[config.mk]
export PLATFORM = sky130hd
export DESIGN_NAME = instruction_fetch
export DESIGN_NICKNAME = d
export VERILOG_FILES = /design/src/rtl/mips_defines.sv /design/src/rtl/pc_target.sv /design/src/rtl/instruction_fetch.sv
export SDC_FILE = /design/constraint.sdc
export NUM_CORES = 1
export LEC_CHECK = 0
export BUFFER_PORTS_ARGS = -buffer_cell sky130_fd_sc_hd__buf_2
export CAP_MARGIN = 30
export CELL_PAD_IN_SITES_DETAIL_PLACEMENT = 1
export CELL_PAD_IN_SITES_GLOBAL_PLACEMENT = 1
export CORE_MARGIN = 4
export CORE_UTILIZATION = 41
export CTS_BUF_LIST = sky130_fd_sc_hd__clkbuf_16
export CTS_CLUSTER_DIAMETER = 80
export CTS_CLUSTER_SIZE = 12
export DETAILED_ROUTE_END_ITERATION = 12
export PLACE_DENSITY = 0.86
export SETUP_SLACK_MARGIN = 0.5
export SYNTH_ARGS = -nofsm -noshare
export SYNTH_HDL_FRONTEND = slang
export SYNTH_SLANG_ARGS = --single-unit
[constraint.sdc]
create_clock -name clk -period 4.9 [get_ports clk]
set_input_delay 0 -clock clk [delete_from_list [all_inputs] [get_ports clk]]
set_output_delay 0 -clock clk [all_outputs]
set_load 0.01 [all_outputs]
[src/rtl/mips_defines.sv]
`default_nettype none
// ---------------------------------------------------------------------------
// mips_defines
// Shared MIPS constants: reset vector, fetch FSM encoding, opcode values and
// instruction field positions.
// Revision: 1.0
// ---------------------------------------------------------------------------
package mips_defines;

  // Default first fetch address after reset
  localparam logic [31:0] RESET_PC_DEFAULT = 32'h0000_0000;

  // Instruction fetch FSM encoding
  typedef enum logic [1:0] {
    IF_IDLE = 2'd0,
    IF_WAIT = 2'd1,
    IF_FULL = 2'd2
  } if_state_t;

  // Primary opcode values (instr[31:26])
  localparam logic [5:0] OP_SPECIAL = 6'h00;
  localparam logic [5:0] OP_J       = 6'h02;
  localparam logic [5:0] OP_BEQ     = 6'h04;

  // Instruction field positions
  localparam int INDEX_MSB = 25;  // J-type instr_index is [25:0]
  localparam int IMM_MSB   = 15;  // I-type immediate is [15:0]

endpackage
`default_nettype wire

[src/rtl/pc_target.sv]
`default_nettype none
// ---------------------------------------------------------------------------
// pc_target
// Combinational redirect target: JR > J > branch priority.
// Revision: 1.0
// ---------------------------------------------------------------------------
module pc_target
  import mips_defines::*;
(
  input  logic [31:0]        pc_id,
  input  logic [INDEX_MSB:0] instr_field,
  input  logic [31:0]        jr_pc,
  input  logic               jump_reg,
  input  logic               jump_target,
  output logic [31:0]        target
);

  logic [31:0] pc_plus4;
  logic [31:0] j_tgt;
  logic [31:0] br_off;
  logic [31:0] br_tgt;

  // Select the redirect target; branch is the fall-back when neither J nor JR
  always_comb begin
    pc_plus4 = pc_id + 32'd4;
    j_tgt    = {pc_plus4[31:28], instr_field[INDEX_MSB:0], 2'b00};
    br_off   = {{14{instr_field[IMM_MSB]}}, instr_field[IMM_MSB:0], 2'b00};
    br_tgt   = pc_plus4 + br_off;
    if (jump_reg) begin
      target = jr_pc;
    end else if (jump_target) begin
      target = j_tgt;
    end else begin
      target = br_tgt;
    end
  end

endmodule
`default_nettype wire

[src/rtl/instruction_fetch.sv]
`default_nettype none
// ---------------------------------------------------------------------------
// instruction_fetch
// Single-outstanding instruction fetch with a one-entry skid buffer, IF/ID
// register and delay-slot preserving redirect handling.
// Revision: 1.0
// ---------------------------------------------------------------------------
module instruction_fetch
  import mips_defines::*;
#(
  parameter logic [31:0] RESET_PC = RESET_PC_DEFAULT
) (
  input  logic        clk,
  input  logic        rst_n,
  input  logic        stall,
  input  logic        jump_branch,
  input  logic        jump_target,
  input  logic        jump_reg,
  input  logic [31:0] jr_pc,
  output logic        imem_req,
  output logic [31:0] imem_addr,
  input  logic        imem_gnt,
  input  logic        imem_rvalid,
  input  logic [31:0] imem_rdata,
  output logic [31:0] pc_id,
  output logic [31:0] instr_id,
  output logic        valid_id
);

  if_state_t   state;
  logic [31:0] pc_f;        // address of the next request
  logic [31:0] req_pc;      // address of the granted, in-flight request
  logic [31:0] skid_pc;
  logic [31:0] skid_instr;
  logic        pend_valid;  // redirect waiting for the delay-slot grant
  logic [31:0] pend_tgt;

  logic        grant;
  logic        advance;
  logic        redirect;
  logic [31:0] target;
  logic [31:0] pc_id_p4;

  assign imem_req  = (state == IF_IDLE);
  assign imem_addr = pc_f;
  assign grant     = imem_req & imem_gnt;
  assign advance   = ~stall | ~valid_id;
  assign redirect  = valid_id & advance & (jump_reg | jump_target | jump_branch);
  assign pc_id_p4  = pc_id + 32'd4;

  pc_target u_pc_target (
    .pc_id       (pc_id),
    .instr_field (instr_id[INDEX_MSB:0]),
    .jr_pc       (jr_pc),
    .jump_reg    (jump_reg),
    .jump_target (jump_target),
    .target      (target)
  );

  // Fetch FSM, skid buffer and IF/ID register
  always_ff @(posedge clk or negedge rst_n) begin
    if (!rst_n) begin
      state      <= IF_IDLE;
      req_pc     <= 32'd0;
      skid_pc    <= 32'd0;
      skid_instr <= 32'd0;
      pc_id      <= 32'd0;
      instr_id   <= 32'd0;
      valid_id   <= 1'b0;
    end else begin
      case (state)
        IF_IDLE: begin
          if (grant) begin
            req_pc <= pc_f;
            state  <= IF_WAIT;
          end
        end
        IF_WAIT: begin
          if (imem_rvalid && !advance) begin
            skid_pc    <= req_pc;
            skid_instr <= imem_rdata;
            state      <= IF_FULL;
          end else if (imem_rvalid) begin
            state <= IF_IDLE;
          end
        end
        IF_FULL: begin
          if (advance) begin
            state <= IF_IDLE;
          end
        end
        default: state <= IF_IDLE;
      endcase

      if (advance) begin
        if (state == IF_FULL) begin
          valid_id <= 1'b1;
          pc_id    <= skid_pc;
          instr_id <= skid_instr;
        end else if (state == IF_WAIT && imem_rvalid) begin
          valid_id <= 1'b1;
          pc_id    <= req_pc;
          instr_id <= imem_rdata;
        end else begin
          valid_id <= 1'b0;
        end
      end
    end
  end

  // Next fetch address: the delay slot at pc_id+4 is always fetched before
  // the redirect target. If it is not yet requested and not being granted
  // now, the target waits in the pending register for that grant; otherwise
  // (delay slot already issued, or issuing this cycle) the target is taken
  // immediately.
  always_ff @(posedge clk or negedge rst_n) begin
    if (!rst_n) begin
      pc_f       <= RESET_PC;
      pend_valid <= 1'b0;
      pend_tgt   <= 32'd0;
    end else if (redirect && (pc_f == pc_id_p4) && !grant) begin
      pend_valid <= 1'b1;
      pend_tgt   <= target;
    end else if (redirect) begin
      pc_f       <= target;
      pend_valid <= 1'b0;
    end else if (grant && pend_valid) begin
      pc_f       <= pend_tgt;
      pend_valid <= 1'b0;
    end else if (grant) begin
      pc_f <= pc_f + 32'd4;
    end
  end

endmodule
`default_nettype wire

==> impl_metrics.csv <==
group,metric,value,unit
sta,slew_viol_final,0,
synth,synth-seq-cells,228,
clocking,cts.sinks,228,
hold_path,min_path_type,"primary input to flop",
layout,drive_gt1_share,20.95,%
pwr,clockPowerShare,16.5,%
synth,async_flop_share,100.0,%
die,core,0.03446,mm2
route,drt-pass1-iter-count,5,
pwr,vdd.ir_drop.worst,0.0002830,V
sta,timing.slew.headroom,34.45,%
hold_path,min-delay-start,"jr_pc[17]",
synth,synthCells,1580,
route,viasPerCell,5.912,
die,rows,68,
die,die_h,194.8,um
clocking,cts_root_buf,"clkbuf_16",
synth,synthTopCellsByArea,"dfrtp_1 (40%), mux2_2 (7.1%), nand2_1 (7.0%)",
layout,num_antenna_cells,0,
sta,max_freq,235.7,MHz
global_routing,grt_first_pass_wirelength,80140,um
layout,area_growth,18.64,%
clocking,clkLatencyLatePin,530,ps
synth,ys_types,77,
global_routing,antenna_found_initial,0,
clocking,h-tree-depth,1,
placement,io_buffer_count,169,
synth,synthesis.area,0.01431,mm2
pwr,intPower,5.508,mW
layout,nets,1868,
synth,ys_seq_area_share,39.88,%
global_routing,grt_start_max_net_pins,138,
route,routedWlPerCell,23.29,um
critical_path,path_max_fanout,10,
pwr,p_leak,7.593,nW
route,drc,0,
pwr,switchingPower,4.490,mW
synth,synth-edff-count,0,
sta,period_share,86.60,%
critical_path,end_kind,"flop",
status,status,"complete, no violations",
critical_path,cpMostUsedCell,"nand2_1",
critical_path,crit_chain,"nand2_1, or3_4, nor2_1, xor2_1, ha_1, nand2_1, o211ai_1, a21o_1, a221oi_2, a21oi_2, nor2b_1, o21a_1, o311a_1, or3_1, a22oi_1",
clocking,cts.path.max_buffers,3,
synth,synth.most_common_cell,"nand2_1",
synth,synth_top_area_share,39.88,%
pwr,comb_power_share,47.1,%
sta,hold_ws,51.55,ps
critical_path,cpMaxStageDelayCell,"dfrtp_1",
die,chipWidth,194.8,um
synth,synth_top_area_cell,"dfrtp_1",
synth,yosys-top-cells-count,"nand2_1 (268), dfrtp_1 (228), o21ai_0 (139), mux2_2 (90), nor2_1 (85)",
critical_path,crit_path_max_incr_delay,500,ps
critical_path,cp_data_required_time,5340,ps
synth,ys_warn_count,0,
placement,hpwl,35830,um
pwr,netSwitchingFraction,44.91,%
critical_path,cp_num_buf_inv,0,
die,ioPinCount,170,
die,start_util,41.52,%
layout,fillerInstances,3940,
pwr,p_seq_share,36.4,%
synth,syn-num-nets,1691,
critical_path,path_delay_family,"compound AO/OA/AOI/OAI gates",
sta,setup_tns,0,ps
critical_path,crit_path_start_kind,"flop",
sta,fin_crit,4243,ps
critical_path,crit_start,"pc_id[15]$_DFFE_PN0P_",
clocking,path_clk_slew,60,ps
placement,gp_congestion,0.9265,
synth,synth_ff_type,"dfrtp_1",
critical_path,crit-reg2reg-launch,"pc_id[15]$_DFFE_PN0P_",
sta,tightest_slew,979.6,ps
global_routing,grt_pass1_vias,14051,
route,num_vias,13101,
sta,setup_viol,0,
sta,skew,20.89,ps
critical_path,crit_type,"flop to flop",
global_routing,grt_remaining_overflow,0,
clocking,cts_inserted_buffers,23,
flow_run,max_cap_viol_count,0,
global_routing,grt_use_total,26.25,%
sta,rsz0062_at_grt,"false",
sta,final_hold_viol_count,0,
critical_path,worst_ep_arrival_time,4680,ps
route,drtIter0Drc,817,
synth,synth_area_per_cell,9.055,um2
clocking,cts_tree,"done",
route,antenna_left,0,
route,wirelength,51610,um
pwr,powerDensity,589.0,mW/mm2
die,die-area,0.03795,mm2
-- flip-flops by register name, summed over array words and instances, names as in the netlist --
register and cells:
pend_tgt 32, imem_addr 32, state 2, skid_pc 32, valid_id 1, skid_instr 32, pc_id 32, instr_id 32
pend_valid 1, req_pc 32
-- worst min-delay path, cell delays in order --
cell and delay (ps):
buf_2 80, o21a_1 260, mux2_2 200
-- per-layer routing --
metal / routed length, um / GRT usage (%) / part of all wire [%]
met5: 0 / 0 / 0
met4: 1769 / 8.430 / 3.4
met3: 3243 / 5.131 / 6.3
met2: 26040 / 46.94 / 50
met1: 20550 / 31.87 / 40
-- through the flow --
step | setup WS [ps] | instance area (um2) | utilization, % | std cells | power [mW]
after floorplan | 735.9 | 14310 | - | 1580 | 6.464
after global placement | 540.9 | 15480 | 44.93 | 2116 | 7.901
after detailed placement | 244.7 | 15500 | 44.98 | 2117 | 8.150
after CTS | 516.6 | 16820 | 48.83 | 2211 | 9.887
after global routing | 490.1 | 16980 | 49.26 | 2216 | 10.67
final | 656.6 | 16980 | 49.26 | 2216 | 9.998
-- final cells by class --
cell class | instances | area [um2] | share of cell area, %
timing repair buffer | 264 | 1784 | 10.51
tap | 455 | 569.3 | 3.354
clock inverter | 6 | 56.30 | 0.3317
clock buffer | 23 | 575.6 | 3.391
multi-input combinational | 1211 | 8165 | 48.10
sequential | 228 | 5715 | 33.67
inverter | 29 | 108.9 | 0.6413
-- cell usage in the layout (no fill, tap or decap), types with 40 or more instances in the layout --
cell	synthesis	routed
nand2_1	268	267
dfrtp_1	228	220
buf_2	17	168
o21ai_0	139	138
mux2_2	90	90
nor2_1	85	83
mux2i_1	75	75
a21oi_1	68	67
dlygate4sd3_1	0	65
xnor2_1	67	64
xor2_1	41	40
-- worst paths after layout --
path | end | slack, ps | cells after the start
worst max-delay path | imem_addr[27]$_DFFE_PN0P_ | 660 | 15
worst min-delay path | pend_tgt[17]$_DFFE_PN0P_ | 50 | 3
worst max register to register | imem_addr[27]$_DFFE_PN0P_ | 660 | 15
worst min register to register | pend_tgt[15]$_DFFE_PN0P_ | 490 | 2
max in group asynchronous | pend_tgt[24]$_DFFE_PN0P_ | 3510 | 3
min in group asynchronous | req_pc[4]$_DFFE_PN0P_ | 70 | 2
-- logic make-up after synthesis --
group	count (synthesis)	synth area share [%]
and+or+nand+nor	528	17.09
AOI/OAI and AO/OA	367	15.99
DFF	228	39.88
muxes	165	12.33
buffers and inverters	141	4.005
xor gates and xnor gates	112	7.250
adders and majority gates	39	3.463
-- power by group through the flow --
stage / Clock (mW) / Sequential, mW / Combinational (mW)
6_report: 1.65 / 3.64 / 4.71
5_1_grt: 1.75 / 3.75 / 5.16
4_1_cts: 1.67 / 3.62 / 4.60
3_5_place_dp: 0 / 3.64 / 4.51
3_3_place_gp: 0 / 3.57 / 4.34
2_1_floorplan: 0 / 3.25 / 3.22
-- timing repair --
action	CTS	global route
pin swaps	0	3
buffers inserted	0	3
gates resized for setup	9	24
endpoints found under the setup margin	14	23
endpoints found under the hold margin	201	0
hold buffers	65	0
(Power assumes the default switching activity.)
